File: src/rtl/mips_multi_control_if.sv
// Bundle of signals between the multi-cycle MIPS controller and its datapath.
// Macro: ILLEGAL_OPCODE_TRAP_EN adds the Illegal_o output.
//   Opcode_i  [5:0]            instruction bits [31:26] from the IR
//   Zero_i                     ALU zero flag
//   IorD_o .. PCWriteCond_o    1-bit datapath controls
//   ALUSrcB_o/ALUOp_o/PCSrc_o  2-bit datapath controls
//   PCEn_o                     PC load enable
//   State_o   [3:0]            current FSM state (debug)
//   Retired_o [DATA_WIDTH-1:0] retired-instruction count
//   Illegal_o                  high while trapped on an illegal opcode (macro only)
interface mips_multi_control_if #(
  parameter int DATA_WIDTH = 32
);
  logic [5:0]            Opcode_i;
  logic                  Zero_i;
  logic                  IorD_o;
  logic                  MemWrite_o;
  logic                  IRWrite_o;
  logic                  RegDst_o;
  logic                  MemtoReg_o;
  logic                  RegWrite_o;
  logic                  ALUSrcA_o;
  logic                  PCWrite_o;
  logic                  PCWriteCond_o;
  logic [1:0]            ALUSrcB_o;
  logic [1:0]            ALUOp_o;
  logic [1:0]            PCSrc_o;
  logic                  PCEn_o;
  logic [3:0]            State_o;
  logic [DATA_WIDTH-1:0] Retired_o;
`ifdef ILLEGAL_OPCODE_TRAP_EN
  logic                  Illegal_o;

  modport master (
    input  Opcode_i, Zero_i,
    output IorD_o, MemWrite_o, IRWrite_o, RegDst_o, MemtoReg_o, RegWrite_o,
           ALUSrcA_o, PCWrite_o, PCWriteCond_o, ALUSrcB_o, ALUOp_o, PCSrc_o,
           PCEn_o, State_o, Retired_o, Illegal_o
  );
  modport slave (
    output Opcode_i, Zero_i,
    input  IorD_o, MemWrite_o, IRWrite_o, RegDst_o, MemtoReg_o, RegWrite_o,
           ALUSrcA_o, PCWrite_o, PCWriteCond_o, ALUSrcB_o, ALUOp_o, PCSrc_o,
           PCEn_o, State_o, Retired_o, Illegal_o
  );
`else
  modport master (
    input  Opcode_i, Zero_i,
    output IorD_o, MemWrite_o, IRWrite_o, RegDst_o, MemtoReg_o, RegWrite_o,
           ALUSrcA_o, PCWrite_o, PCWriteCond_o, ALUSrcB_o, ALUOp_o, PCSrc_o,
           PCEn_o, State_o, Retired_o
  );
  modport slave (
    output Opcode_i, Zero_i,
    input  IorD_o, MemWrite_o, IRWrite_o, RegDst_o, MemtoReg_o, RegWrite_o,
           ALUSrcA_o, PCWrite_o, PCWriteCond_o, ALUSrcB_o, ALUOp_o, PCSrc_o,
           PCEn_o, State_o, Retired_o
  );
`endif
endinterface

File: src/rtl/mips_multi_control.sv
// Moore control FSM for a multi-cycle MIPS datapath (lw, sw, R-type, beq,
// addi, j). Control outputs are registered copies of the decode of the next
// state, so they always reflect the state register; only PCEn_o mixes in the
// live Zero_i flag.
// Macro: ILLEGAL_OPCODE_TRAP_EN -- illegal opcodes lock the FSM in TRAP
// (Illegal_o=1) until reset; without it they retire as a NOP.
// Ports:
//   clk    single clock, posedge
//   reset  synchronous active-high reset
//   ctrl   mips_multi_control_if.master (opcode/zero in, controls/debug out)
module mips_multi_control #(
  parameter int DATA_WIDTH = 32
) (
  input  logic                  clk,
  input  logic                  reset,
  mips_multi_control_if.master  ctrl
);

  typedef enum logic [3:0] {
    S_FETCH  = 4'd0,
    S_DECODE = 4'd1,
    S_MEMADR = 4'd2,
    S_MEMRD  = 4'd3,
    S_MEMWB  = 4'd4,
    S_MEMWR  = 4'd5,
    S_EXEC   = 4'd6,
    S_ALUWB  = 4'd7,
    S_BRANCH = 4'd8,
    S_ADDIEX = 4'd9,
    S_ADDIWB = 4'd10,
    S_JUMP   = 4'd11,
    S_TRAP   = 4'd12
  } state_t;

  typedef struct packed {
    logic       iord;
    logic       memwrite;
    logic       irwrite;
    logic       regdst;
    logic       memtoreg;
    logic       regwrite;
    logic       alusrca;
    logic       pcwrite;
    logic       pcwritecond;
    logic [1:0] alusrcb;
    logic [1:0] aluop;
    logic [1:0] pcsrc;
  } ctrl_t;

  localparam logic [5:0] OP_RTYPE = 6'h00;
  localparam logic [5:0] OP_J     = 6'h02;
  localparam logic [5:0] OP_BEQ   = 6'h04;
  localparam logic [5:0] OP_ADDI  = 6'h08;
  localparam logic [5:0] OP_LW    = 6'h23;
  localparam logic [5:0] OP_SW    = 6'h2B;

  function automatic ctrl_t decode_state(input state_t s);
    ctrl_t c;
    c = '0;
    case (s)
      S_FETCH: begin
        c.irwrite = 1'b1;
        c.alusrcb = 2'b01;
        c.pcwrite = 1'b1;
      end
      S_DECODE: c.alusrcb = 2'b11;
      S_MEMADR, S_ADDIEX: begin
        c.alusrca = 1'b1;
        c.alusrcb = 2'b10;
      end
      S_MEMRD: c.iord = 1'b1;
      S_MEMWB: begin
        c.memtoreg = 1'b1;
        c.regwrite = 1'b1;
      end
      S_MEMWR: begin
        c.iord     = 1'b1;
        c.memwrite = 1'b1;
      end
      S_EXEC: begin
        c.alusrca = 1'b1;
        c.aluop   = 2'b10;
      end
      S_ALUWB: begin
        c.regdst   = 1'b1;
        c.regwrite = 1'b1;
      end
      S_BRANCH: begin
        c.alusrca     = 1'b1;
        c.aluop       = 2'b01;
        c.pcsrc       = 2'b01;
        c.pcwritecond = 1'b1;
      end
      S_ADDIWB: c.regwrite = 1'b1;
      S_JUMP: begin
        c.pcsrc   = 2'b10;
        c.pcwrite = 1'b1;
      end
      default: c = '0;
    endcase
    return c;
  endfunction

  state_t                r_state;
  ctrl_t                 r_ctrl;
  logic [DATA_WIDTH-1:0] r_retired;
  state_t                w_next;
  logic                  w_retire;
  logic                  w_pcwrite;
  logic                  w_pcwritecond;

  always_comb begin
    w_next = r_state;
    case (r_state)
      S_FETCH: w_next = S_DECODE;
      S_DECODE: begin
        case (ctrl.Opcode_i)
          OP_LW, OP_SW: w_next = S_MEMADR;
          OP_RTYPE:     w_next = S_EXEC;
          OP_BEQ:       w_next = S_BRANCH;
          OP_ADDI:      w_next = S_ADDIEX;
          OP_J:         w_next = S_JUMP;
`ifdef ILLEGAL_OPCODE_TRAP_EN
          default:      w_next = S_TRAP;
`else
          default:      w_next = S_FETCH;
`endif
        endcase
      end
      S_MEMADR: w_next = (ctrl.Opcode_i == OP_LW) ? S_MEMRD : S_MEMWR;
      S_MEMRD:  w_next = S_MEMWB;
      S_EXEC:   w_next = S_ALUWB;
      S_ADDIEX: w_next = S_ADDIWB;
      S_MEMWB, S_MEMWR, S_ALUWB, S_BRANCH, S_ADDIWB, S_JUMP: w_next = S_FETCH;
`ifdef ILLEGAL_OPCODE_TRAP_EN
      S_TRAP:   w_next = S_TRAP;
`endif
      default:  w_next = S_FETCH;
    endcase
    // Every completed instruction (including an illegal-opcode NOP) passes
    // back through FETCH; a stray TRAP recovery is not a completion.
    w_retire = (w_next == S_FETCH) && (r_state != S_TRAP);
  end

  always_ff @(posedge clk) begin
    if (reset) begin
      r_state   <= S_FETCH;
      r_ctrl    <= decode_state(S_FETCH);
      r_retired <= '0;
    end else begin
      r_state <= w_next;
      r_ctrl  <= decode_state(w_next);
      if (w_retire) begin
        r_retired <= r_retired + 1'b1;
      end
    end
  end

`ifdef ILLEGAL_OPCODE_TRAP_EN
  logic r_illegal;

  always_ff @(posedge clk) begin
    if (reset) begin
      r_illegal <= 1'b0;
    end else begin
      r_illegal <= (w_next == S_TRAP);
    end
  end

  assign ctrl.Illegal_o = r_illegal;
`endif

  // Write/enable strobes are masked by the live reset so nothing is written
  // in a cycle where reset is asserted, whatever state the FSM is in.
  assign w_pcwrite          = r_ctrl.pcwrite & ~reset;
  assign w_pcwritecond      = r_ctrl.pcwritecond & ~reset;

  assign ctrl.IorD_o        = r_ctrl.iord;
  assign ctrl.MemWrite_o    = r_ctrl.memwrite & ~reset;
  assign ctrl.IRWrite_o     = r_ctrl.irwrite & ~reset;
  assign ctrl.RegDst_o      = r_ctrl.regdst;
  assign ctrl.MemtoReg_o    = r_ctrl.memtoreg;
  assign ctrl.RegWrite_o    = r_ctrl.regwrite & ~reset;
  assign ctrl.ALUSrcA_o     = r_ctrl.alusrca;
  assign ctrl.PCWrite_o     = w_pcwrite;
  assign ctrl.PCWriteCond_o = w_pcwritecond;
  assign ctrl.ALUSrcB_o     = r_ctrl.alusrcb;
  assign ctrl.ALUOp_o       = r_ctrl.aluop;
  assign ctrl.PCSrc_o       = r_ctrl.pcsrc;
  assign ctrl.PCEn_o        = w_pcwrite | (w_pcwritecond & ctrl.Zero_i);
  assign ctrl.State_o       = r_state;
  assign ctrl.Retired_o     = r_retired;

endmodule

File: src/flat_wrapper.sv
// flat-port wrapper written by rule: the top's interface ports become plain ports
module mips_multi_control_flat 
#(
  parameter int DATA_WIDTH = 32
)
  (clk, reset, ctrl_Opcode_i, ctrl_Zero_i, ctrl_IorD_o, ctrl_MemWrite_o, ctrl_IRWrite_o, ctrl_RegDst_o, ctrl_MemtoReg_o, ctrl_RegWrite_o, ctrl_ALUSrcA_o, ctrl_PCWrite_o, ctrl_PCWriteCond_o, ctrl_ALUSrcB_o, ctrl_ALUOp_o, ctrl_PCSrc_o, ctrl_PCEn_o, ctrl_State_o, ctrl_Retired_o);
  mips_multi_control_if #(.DATA_WIDTH(DATA_WIDTH)) ctrl_i ();
  input  logic clk;
  input  logic reset;
  input wire logic [$bits(ctrl_i.Opcode_i)-1:0] ctrl_Opcode_i;
  input wire logic [$bits(ctrl_i.Zero_i)-1:0] ctrl_Zero_i;
  output wire logic [$bits(ctrl_i.IorD_o)-1:0] ctrl_IorD_o;
  output wire logic [$bits(ctrl_i.MemWrite_o)-1:0] ctrl_MemWrite_o;
  output wire logic [$bits(ctrl_i.IRWrite_o)-1:0] ctrl_IRWrite_o;
  output wire logic [$bits(ctrl_i.RegDst_o)-1:0] ctrl_RegDst_o;
  output wire logic [$bits(ctrl_i.MemtoReg_o)-1:0] ctrl_MemtoReg_o;
  output wire logic [$bits(ctrl_i.RegWrite_o)-1:0] ctrl_RegWrite_o;
  output wire logic [$bits(ctrl_i.ALUSrcA_o)-1:0] ctrl_ALUSrcA_o;
  output wire logic [$bits(ctrl_i.PCWrite_o)-1:0] ctrl_PCWrite_o;
  output wire logic [$bits(ctrl_i.PCWriteCond_o)-1:0] ctrl_PCWriteCond_o;
  output wire logic [$bits(ctrl_i.ALUSrcB_o)-1:0] ctrl_ALUSrcB_o;
  output wire logic [$bits(ctrl_i.ALUOp_o)-1:0] ctrl_ALUOp_o;
  output wire logic [$bits(ctrl_i.PCSrc_o)-1:0] ctrl_PCSrc_o;
  output wire logic [$bits(ctrl_i.PCEn_o)-1:0] ctrl_PCEn_o;
  output wire logic [$bits(ctrl_i.State_o)-1:0] ctrl_State_o;
  output wire logic [$bits(ctrl_i.Retired_o)-1:0] ctrl_Retired_o;
  assign ctrl_i.Opcode_i = ctrl_Opcode_i;
  assign ctrl_i.Zero_i = ctrl_Zero_i;
  assign ctrl_IorD_o = ctrl_i.IorD_o;
  assign ctrl_MemWrite_o = ctrl_i.MemWrite_o;
  assign ctrl_IRWrite_o = ctrl_i.IRWrite_o;
  assign ctrl_RegDst_o = ctrl_i.RegDst_o;
  assign ctrl_MemtoReg_o = ctrl_i.MemtoReg_o;
  assign ctrl_RegWrite_o = ctrl_i.RegWrite_o;
  assign ctrl_ALUSrcA_o = ctrl_i.ALUSrcA_o;
  assign ctrl_PCWrite_o = ctrl_i.PCWrite_o;
  assign ctrl_PCWriteCond_o = ctrl_i.PCWriteCond_o;
  assign ctrl_ALUSrcB_o = ctrl_i.ALUSrcB_o;
  assign ctrl_ALUOp_o = ctrl_i.ALUOp_o;
  assign ctrl_PCSrc_o = ctrl_i.PCSrc_o;
  assign ctrl_PCEn_o = ctrl_i.PCEn_o;
  assign ctrl_State_o = ctrl_i.State_o;
  assign ctrl_Retired_o = ctrl_i.Retired_o;
  mips_multi_control #(.DATA_WIDTH(DATA_WIDTH)) u_core (.clk(clk), .reset(reset), .ctrl(ctrl_i));
endmodule
File: config.mk
export PLATFORM = sky130hd
export DESIGN_NAME = mips_multi_control_flat
export DESIGN_NICKNAME = d
export VERILOG_FILES = /design/src/rtl/mips_multi_control_if.sv /design/src/rtl/mips_multi_control.sv /design/src/flat_wrapper.sv
export SDC_FILE = /design/constraint.sdc
export NUM_CORES = 1
export LEC_CHECK = 0
export ABC_AREA = 1
export CORE_ASPECT_RATIO = 1.5
export CORE_MARGIN = 5
export CORE_UTILIZATION = 52
export DETAILED_ROUTE_END_ITERATION = 6
export GPL_TIMING_DRIVEN = 0
export PLACE_DENSITY = 0.9
export SETUP_SLACK_MARGIN = 0.5
export SLEW_MARGIN = 10
export SYNTH_ARGS = -nofsm -noshare
export SYNTH_HDL_FRONTEND = slang
export SYNTH_SLANG_ARGS = --single-unit
File: constraint.sdc
create_clock -name clk -period 2.27 [get_ports clk]
set_input_delay 0.454 -clock clk [delete_from_list [all_inputs] [get_ports clk]]
set_output_delay 0.454 -clock clk [all_outputs]
set_load 0.01 [all_outputs]
==> metrics.yaml, run 1 <==
status: "finished, final reports clean"
synth_cell_type_count: 30
synth_seq_cells: 49
cts.reportedPaths.clkPinSlew_ps: 100
fin_ws_ps: 523
nets: 554
worstPathRequired_ps: 1820
die_h_um: 103
placed_cells: 591
slew_headroom_pct: 65.8
htreeDepth: 2
path_cells: "clkdlybuf4s50_1"
cp_data_arrival_time_ps: 1290
synth_ff_type: "dfxtp_1"
cts_buffers: 5
synth_area_leaders: "dfxtp_1 32%, nand2_1 18%, nor2_1 9.3%, nand3_1 6.9%, a21oi_1 5.0%"
drive_gt1_share_pct: 25.1
skew_ps: 9.56
drc: 0
drt_iter0_markers: 246
worst-path-stages: 1
whs_ps: 430
cp_max_fo: 6
yosysTopAreaCell: "dfxtp_1"
ys_warn_count: 0
cp_top_family: "buffers and inverters"
antenna_found_initial: 0
place_ws_ps: -228
p_sw_share_pct: 29.2
synthArstFlopShare_pct: 0
cts_max_path_buffers: 2
max_freq_mhz: 572
hold_viol: 0
power_frac_seq_pct: 51.3
gp_congestion: 0.906
via_per_inst: 5.46
dieArea_sq_um: 7480
critPathMaxStageDelay_ps: 550
start_util_pct: 52.7
tightestPinTransition_ps: 513
final_util_pct: 72.7
cts_tree: "done"
finalCritPeriodShare_pct: 77.0
setup_viol: 0
ioPinCount: 61
clkSinkCount: 49
cp-end-kind: "primary output"
p_leak_uw: 0.00168
max-cap-violations: 0
grt_max_degree: 17
synth_area_sq_um: 3030
area_growth_syn_to_layout_pct: 38.0
post-route-min-period_ps: 1750
min_path_type: "input pin to flop"
coreArea_sq_um: 5740
grt_overflow_total: 0
powerDensity_nw_per_um2: 410
rsz0062_at_grt: "true"
clk_latency_ps: 330
seq_area_frac_synth_pct: 32.4
syn_area_per_cell_sq_um: 6.58
crit_buf_inv: 1
num_rows: 34
syn_nets: 470
stdcell_count: 617
clkPwrFrac_pct: 32.1
internal_power_uw: 1210
antenna_cells: 0
ir_drop_mv: 0.385
synth_top_area_share_pct: 32.4
cts_hold_buf: 0
vias: 3368
finalMaxSlewViolations: 0
path_class: "flop to primary output"
routed_wirelength_um: 9970
cp_slowest_cell: "clkdlybuf4s50_1"
die_w_um: 72.3
detail_route.first_pass.iterations: 5
power_frac_comb_pct: 16.6
finalPower_uw: 1710
reg2regPathDepth: 13
grt_usage_pct: 26.1
cts_root_buffer: "clkbuf_8"
routedWlPerCell_um: 16.2
n_fill_cell: 446
hold_path_depth: 2
port_buffers: 59
cp-start-kind: "flop"
grt_pass1_vias: 3207
synth_edf_count: 0
syn_inst: 460
grt_pass1_wl_um: 14700
power.switching_uw: 500
hpwl_um: 6780
drtAntennaViolNets: 0
[registers in the layout, summed over array words and instances, names as in the netlist]
register / count
u_core.ctrl.ALUOp_o: 1
u_core.ctrl.ALUSrcA_o: 1
u_core.ctrl.ALUSrcB_o: 2
u_core.ctrl.IorD_o: 1
u_core.ctrl.MemtoReg_o: 1
u_core.ctrl.PCSrc_o: 1
u_core.ctrl.RegDst_o: 1
u_core.ctrl.Retired_o: 32
u_core.ctrl.State_o: 4
u_core.r_ctrl: 5
[cells in the mapped netlist (all sizes together) (3+ instances only)]
cell type  number
buf            15
nand2         151
nor3            3
nor2           83
xor2           11
a21oi          33
xnor2           4
dfxtp          49
inv            32
clkbuf          6
o21ai           3
nand3b         17
nand3          48
[worst paths after layout]
| path | startpoint | to | slack, ps |
|---|---|---|---|
| worst min-delay path | reset | u_core.ctrl.State_o[3]$_SDFF_PP0_ | 430 |
| worst min register to register | u_core.ctrl.Retired_o[20]$_SDFFE_PP0P_ | u_core.ctrl.Retired_o[20]$_SDFFE_PP0P_ | 500 |
| worst max register to register | u_core.ctrl.State_o[1]$_SDFF_PP0_ | u_core.ctrl.Retired_o[17]$_SDFFE_PP0P_ | 560 |
| worst max-delay path | u_core.ctrl.Retired_o[23]$_SDFFE_PP0P_ | ctrl_Retired_o[23] | 520 |
[layout by cell type, fill, tap and decap left out, types with 3 or more instances in the layout]
cell	synthesis	routed
nand2_1	145	143
nor2_1	75	64
nand3_1	42	41
clkdlybuf4s50_1	0	40
dfxtp_2	0	29
a21oi_1	30	28
inv_1	29	27
buf_4	6	21
nand3b_1	17	17
dfxtp_1	49	14
xor2_1	11	11
nor2_4	1	9
nor2_2	5	8
buf_8	3	6
clkbuf_8	0	6
buf_6	6	6
clkbuf_2	0	6
dlymetal6s2s_1	0	6
dfxtp_4	0	6
nand3_2	6	5
a21oi_2	3	5
inv_2	3	4
nand2_2	5	4
xnor2_1	4	4
buf_2	0	3
nor3_1	3	3
nand2_4	1	3
clkbuf_1	6	3
clkinvlp_4	0	3
[cells by family (layout without fill, tap and decap cells)]
group | after synthesis | count (layout) | synth area share, %
AND/OR/NAND/NOR | 305 | 305 | 45.9
adder cells (fa/ha/maj) | 1 | 1 | 0.413
AO/OA/AOI/OAI | 37 | 37 | 7.03
flip-flops | 49 | 49 | 32.4
buffers and inverters | 53 | 138 | 9.92
XOR/XNOR | 15 | 15 | 4.34
[power groups by stage]
stage / logic [uW] / clock network (uW) / registers [uW]
floorplan: 135 / 0 / 900
global placement: 204 / 0 / 900
detailed placement: 209 / 0 / 901
CTS: 251 / 536 / 882
global route: 300 / 587 / 880
finish: 284 / 551 / 879
[timing repair]
| action | CTS | global route |
|---|---|---|
| gates cloned | 2 | 0 |
| setup endpoints to repair | 64 | 55 |
| resized for setup | 70 | 63 |
| buffers inserted | 8 | 8 |
| pin swaps | 9 | 10 |
[through the flow]
step | TNS, ps | cell area, sq um
CTS | 0 | 4010
finish | 0 | 4180
global placement | -919 | 3710
floorplan | 0 | 3030
global route | 0 | 4180
detailed placement | -1910 | 3710
[per-layer routing]
metal	vias to the layer above	wire length, um	global-route usage [%]
li1	1628	-	-
met1	1560	3430	26.3
met2	140	5470	48.0
met3	40	535	3.58
met4	0	529	19.8
met5	-	0	0
[cell type report]
class,count,area (sq um),area share (%)
Multi-Input combinational cell,358,1890,45.3
Tap cell,72,90.1,2.16
Buffer,21,210,5.03
Timing Repair Buffer,77,733,17.6
Inverter,32,123,2.94
Sequential cell,49,1040,24.9
Clock inverter,3,22.5,0.539
Clock buffer,5,68.8,1.65
Power figures use the tool's default switching activity.
==> inputs of run 2 (changes only) <==
clock period = 1.7 ns   (was 2.27 ns; I/O delays follow)
==> run 2 against run 1 <==
  * The run now ends with setup timing left
  * Sequential cell count did not move
  * Die area did not move
  * Via count rose by 13%
  * Critical path type is now input pin to flop
  * Critical endpoint is now u_core.ctrl.Retired_o[3]$_SDFFE_PP0P_
  * Highest routed layer unchanged
==> metrics.yaml, run 2 (synthesis results as in run 1) <==
layout_common_cells: "135 x nand2_1, 57 x nor2_1, 51 x buf_6"
antenna_found_initial: 0
cts_buffers: 5
grt_overflow_total: 0
setup_viol: 32
grt_max_degree: 18
hold_path_depth: 4
finalCritPeriodShare_pct: 106
finalMaxSlewViolations: 0
worstPathRequired_ps: 1870
cpMostUsedCell: "nand2_1"
cts_root_buffer: "clkbuf_8"
area_growth_syn_to_layout_pct: 60.6
ir_drop_mv: 0.439
drt_iter0_markers: 261
cts_max_path_buffers: 2
skew_ps: 9.44
p_leak_uw: 0.00203
tightestPinTransition_ps: 604
final_util_pct: 84.6
clk_latency_ps: 320
clkPwrFrac_pct: 31.9
cp_slowest_cell: "dlygate4sd2_1"
post-route-min-period_ps: 1800
num_rows: 34
cts.reportedPaths.clkPinSlew_ps: 110
grt_usage_pct: 32.0
cp_data_arrival_time_ps: 1980
ioPinCount: 61
power.switching_uw: 733
detail_route.first_pass.iterations: 5
cts_hold_buf: 0
via_per_inst: 5.75
routed_wirelength_um: 12700
internal_power_uw: 1650
rsz0062_at_grt: "true"
dieArea_sq_um: 7480
powerDensity_nw_per_um2: 490
hpwl_um: 7150
fin_ws_ps: -103
max-cap-violations: 0
critPathMaxStageDelay_ps: 330
grt_pass1_vias: 3804
htreeDepth: 2
path_class: "input pin to flop"
drtAntennaViolNets: 0
place_ws_ps: -577
die_h_um: 103
min_path_type: "input pin to flop"
cp-end-kind: "flop"
power_frac_seq_pct: 48.1
hold_viol: 0
coreArea_sq_um: 5740
p_sw_share_pct: 30.8
cts_tree: "done"
gp_congestion: 0.884
nets: 601
cp-start-kind: "input pin"
largest_reg_flops: 32
port_buffers: 59
violations: "setup timing"
vias: 3816
status: "complete, but fails checks"
power_frac_comb_pct: 20.1
drc: 0
drive_gt1_share_pct: 43.9
max_freq_mhz: 555
start_util_pct: 52.7
reg2regPathDepth: 11
slew_headroom_pct: 59.7
layout_commonest_cell: "nand2_1"
grt_pass1_wl_um: 18300
cp_max_fo: 5
antenna_cells: 0
path_cells: "dlygate4sd2_1 > nand2_1 > nand3b_1 > o21ai_2 > nand2_4 > nor2_8 > buf_12 > nand2_8 > buf_8 > nand2_1 > a21oi_1"
routedWlPerCell_um: 19.1
die_w_um: 72.3
clkSinkCount: 49
[run 2: cell count changes in the layout (fill, tap and decap cells not counted), sizes merged]
cell	before	now
buf	36	122
bufbuf	1	0
clkbuf	15	13
clkdlybuf4s15	3	6
clkdlybuf4s50	40	3
clkinv	0	1
clkinvlp	3	2
dlygate4sd2	2	6
dlymetal6s2s	6	0
[run 2: cell type report]
| cell class | count | area [sq um] |
|---|---|---|
| Buffer | 21 | 274 |
| Clock buffer | 5 | 68.8 |
| Clock inverter | 3 | 25.0 |
| Fill cell | 333 | 882 |
| Inverter | 32 | 126 |
| Multi-Input combinational cell | 358 | 2020 |
| Sequential cell | 49 | 1100 |
| Tap cell | 72 | 90.1 |
| Timing Repair Buffer | 124 | 1160 |
[run 2: power groups by stage]
stage | Sequential [uW] | Clock [uW] | Combinational [uW]
finish | 1140 | 760 | 478
global route | 1150 | 797 | 496
CTS | 1140 | 734 | 430
detailed placement | 1200 | 0 | 305
global placement | 1200 | 0 | 299
floorplan | 1200 | 0 | 201
[run 2: final timing paths]
kind	from	to	slack [ps]
setup / recovery	ctrl_Opcode_i[0]	u_core.ctrl.Retired_o[3]$_SDFFE_PP0P_	-100
hold / removal	reset	u_core.ctrl.State_o[3]$_SDFF_PP0_	460
setup reg to reg	u_core.ctrl.State_o[2]$_SDFF_PP0_	u_core.ctrl.Retired_o[3]$_SDFFE_PP0P_	-90
hold reg to reg	u_core.ctrl.Retired_o[17]$_SDFFE_PP0P_	u_core.ctrl.Retired_o[17]$_SDFFE_PP0P_	510
[run 2: per-stage QoR]
stage	cells	total power [uW]	cell area (sq um)	hold slack [ps]	TNS, ps
final	664	2380	4860	455	-2110
after global routing	664	2440	4860	447	-4080
after CTS	657	2300	4730	438	0
after detailed placement	591	1510	3850	490	-21620
after global placement	591	1500	3850	474	-19400
after floorplan	460	1400	3170	495	0
[run 2: critical path, delay by kind of cell]
| family | cells | cell delay [ps] |
|---|---|---|
| simple gates | 6 | 730 |
| buf+inv | 3 | 620 |
| compound gates | 2 | 280 |
[run 2: per-layer routing]
| layer | global-route usage, % | routed length [um] |
|---|---|---|
| met4 | 22.3 | 982 |
| met5 | 0 | 0 |
| met2 | 61.8 | 6710 |
| met3 | 5.13 | 755 |
| met1 | 30.0 | 4240 |
[run 2: what timing repair did]
item / 4_1_cts / 5_1_grt
resized for setup: 324 / 33
endpoints found under the setup margin: 97 / 86
gates cloned: 2 / 0
buffers inserted: 56 / 7
pin swaps: 24 / 9
endpoints found under the hold margin: 0 / 0
==> inputs of run 3 (changes only) <==
CORE_UTILIZATION = 47   (was 52)
PLACE_DENSITY = 0.86   (was 0.9)
clock period = 1.6 ns   (was 1.7 ns; I/O delays follow)
==> run 3 against run 2 <==
  * The run still ends with setup timing left
  * Critical path depth grew 2
  * Non-clock buffer count rose by 18
  * Clock skew is essentially flat
  * Hold slack got worse by 51 ps
  * Sequential cell count did not move
  * First-iteration DRC count grew 110%
  * Register-to-register slack worse by 260 ps
  * Combinational power grew 25%
  * Utilization increased by 3.6 points
  * Clock power is 26% higher
  * Global-route usage shrank 1.5 points
==> metrics.yaml, run 3 (synthesis results as in run 1) <==
slew_headroom_pct: 50.4
die_w_um: 75.5
die_h_um: 108
num_rows: 35
htreeDepth: 2
cts_root_buffer: "clkbuf_8"
cts_hold_buf: 0
largest_reg_flops: 32
min_path_type: "input pin to flop"
grt_usage_pct: 30.5
vias: 4208
setup_viol: 40
post-route-min-period_ps: 1950
max_freq_mhz: 512
finalCritPeriodShare_pct: 122
grt_pass1_vias: 3898
fin_ws_ps: -354
grt_overflow_total: 0
skew_ps: 9.56
worstPathRequired_ps: 1840
layout_commonest_cell: "nand2_1"
whs_ps: 405
tightestPinTransition_ps: 744
hold_viol: 0
clkSinkCount: 49
routedWlPerCell_um: 22.7
cp-end-kind: "flop"
post_dp_cell_area_sq_um: 3840
ioPinCount: 61
drive_gt1_share_pct: 56.6
finalPower_uw: 2760
layout_common_cells: "107 x nand2_1, 71 x buf_6, 56 x buf_4"
multi_input_area_sq_um: 2360
cts_max_path_buffers: 2
finalMaxSlewViolations: 0
path_class: "flop to flop"
grt_pass1_wl_um: 18800
detail_route.first_pass.iterations: 6
n_fill_cell: 270
drc: 0
dieArea_sq_um: 8180
start_util_pct: 48.7
hpwl_um: 6750
path_cells: "inv_4 > nand2_4 > inv_6 > nand3_4 > inv_4 > nor2_4 > nand3_4 > nor2_8 > buf_12 > buf_12 > buf_16 > nand3_2 > a21oi_2"
cts.reportedPaths.clkPinSlew_ps: 100
postLayoutCellArea_sq_um: 5490
status: "complete, but fails checks"
nets: 619
drt_iter0_markers: 538
powerDensity_nw_per_um2: 503
cp_data_arrival_time_ps: 2200
cp_slowest_cell: "dfxtp_4"
critPathMaxStageDelay_ps: 400
seq_area_sq_um: 1120
clk_latency_ps: 330
hold_path_depth: 4
ir_drop_mv: 0.459
area_growth_syn_to_layout_pct: 81.4
cp-start-kind: "flop"
cts_tree: "done"
coreArea_sq_um: 6220
cp_max_fo: 5
antenna_found_initial: 0
grt_max_degree: 16
antenna_cells: 0
drtAntennaViolNets: 0
cts_buffers: 5
via_per_inst: 6.15
violations: "setup timing"
rsz0062_at_grt: "true"
max-cap-violations: 0
routed_wirelength_um: 15500
reg2regPathDepth: 13
p_leak_uw: 0.00226
gp_congestion: 0.951
port_buffers: 59
run 3: changes by cell type in the layout (fill, tap and decap cells not counted), sizes merged:
cell / delta
buf: +28
bufinv: +1
clkbuf: -3
clkdlybuf4s50: -2
clkinvlp: -1
dlygate4sd2: -5
run 3: worst paths after layout:
path                                    startpoint                                      to  slack, ps
min                                          reset  u_core.ctrl.Retired_o[25]$_SDFFE_PP0P_        400
max              u_core.ctrl.State_o[1]$_SDFF_PP0_   u_core.ctrl.Retired_o[0]$_SDFFE_PP0P_       -350
max reg2reg      u_core.ctrl.State_o[1]$_SDFF_PP0_   u_core.ctrl.Retired_o[0]$_SDFFE_PP0P_       -350
min reg2reg  u_core.ctrl.Retired_o[9]$_SDFFE_PP0P_   u_core.ctrl.Retired_o[9]$_SDFFE_PP0P_        510
run 3: power by group:
part | leakage (uW) | switching [uW] | internal [uW]
clock | 0.0000518 | 493 | 462
combinational | 0.00178 | 345 | 252
sequential | 0.000425 | 22.5 | 1190
total | 0.00226 | 861 | 1900
run 3: worst max-delay path, delay by kind of cell, from the launching register on:
family | cells | cell delay, ps
flip-flops | 1 | 400
AND/OR/NAND/NOR | 6 | 760
buffers and inverters | 6 | 510
AO/OA/AOI/OAI | 1 | 190
run 3: cell type report:
class / instances / area share, %
flip-flops and latches: 49 / 20.4
clock inverters: 3 / 0.752
plain buffers: 21 / 4.74
multi-input cells: 358 / 43.0
well taps: 74 / 1.69
repair buffers: 142 / 25.3
inverters: 32 / 2.87
clock buffers: 5 / 1.25
run 3: routing by layer:
layer,track usage (%),wire (um),vias to the layer above
met4,20.4,1500,0
li1,-,-,1760
met2,55.7,7840,367
met3,5.40,1310,136
met5,0,0,-
met1,29.8,4890,1945
run 3: per-stage QoR:
stage	util, %	instances	setup TNS (ps)	setup WS, ps
after detailed placement	61.8	593	-22940	-581
after CTS	78.9	653	-307	-22.5
after global routing	88.3	684	-11400	-380
after global placement	61.8	593	-19890	-505
final	88.3	684	-9440	-354
after floorplan	-	460	0	82.0
run 3: what timing repair did:
action,in CTS,in global routing
resized for setup,399,122
buffers inserted,48,31
setup endpoints to repair,97,94
pin swaps,41,27
gates cloned,4,0
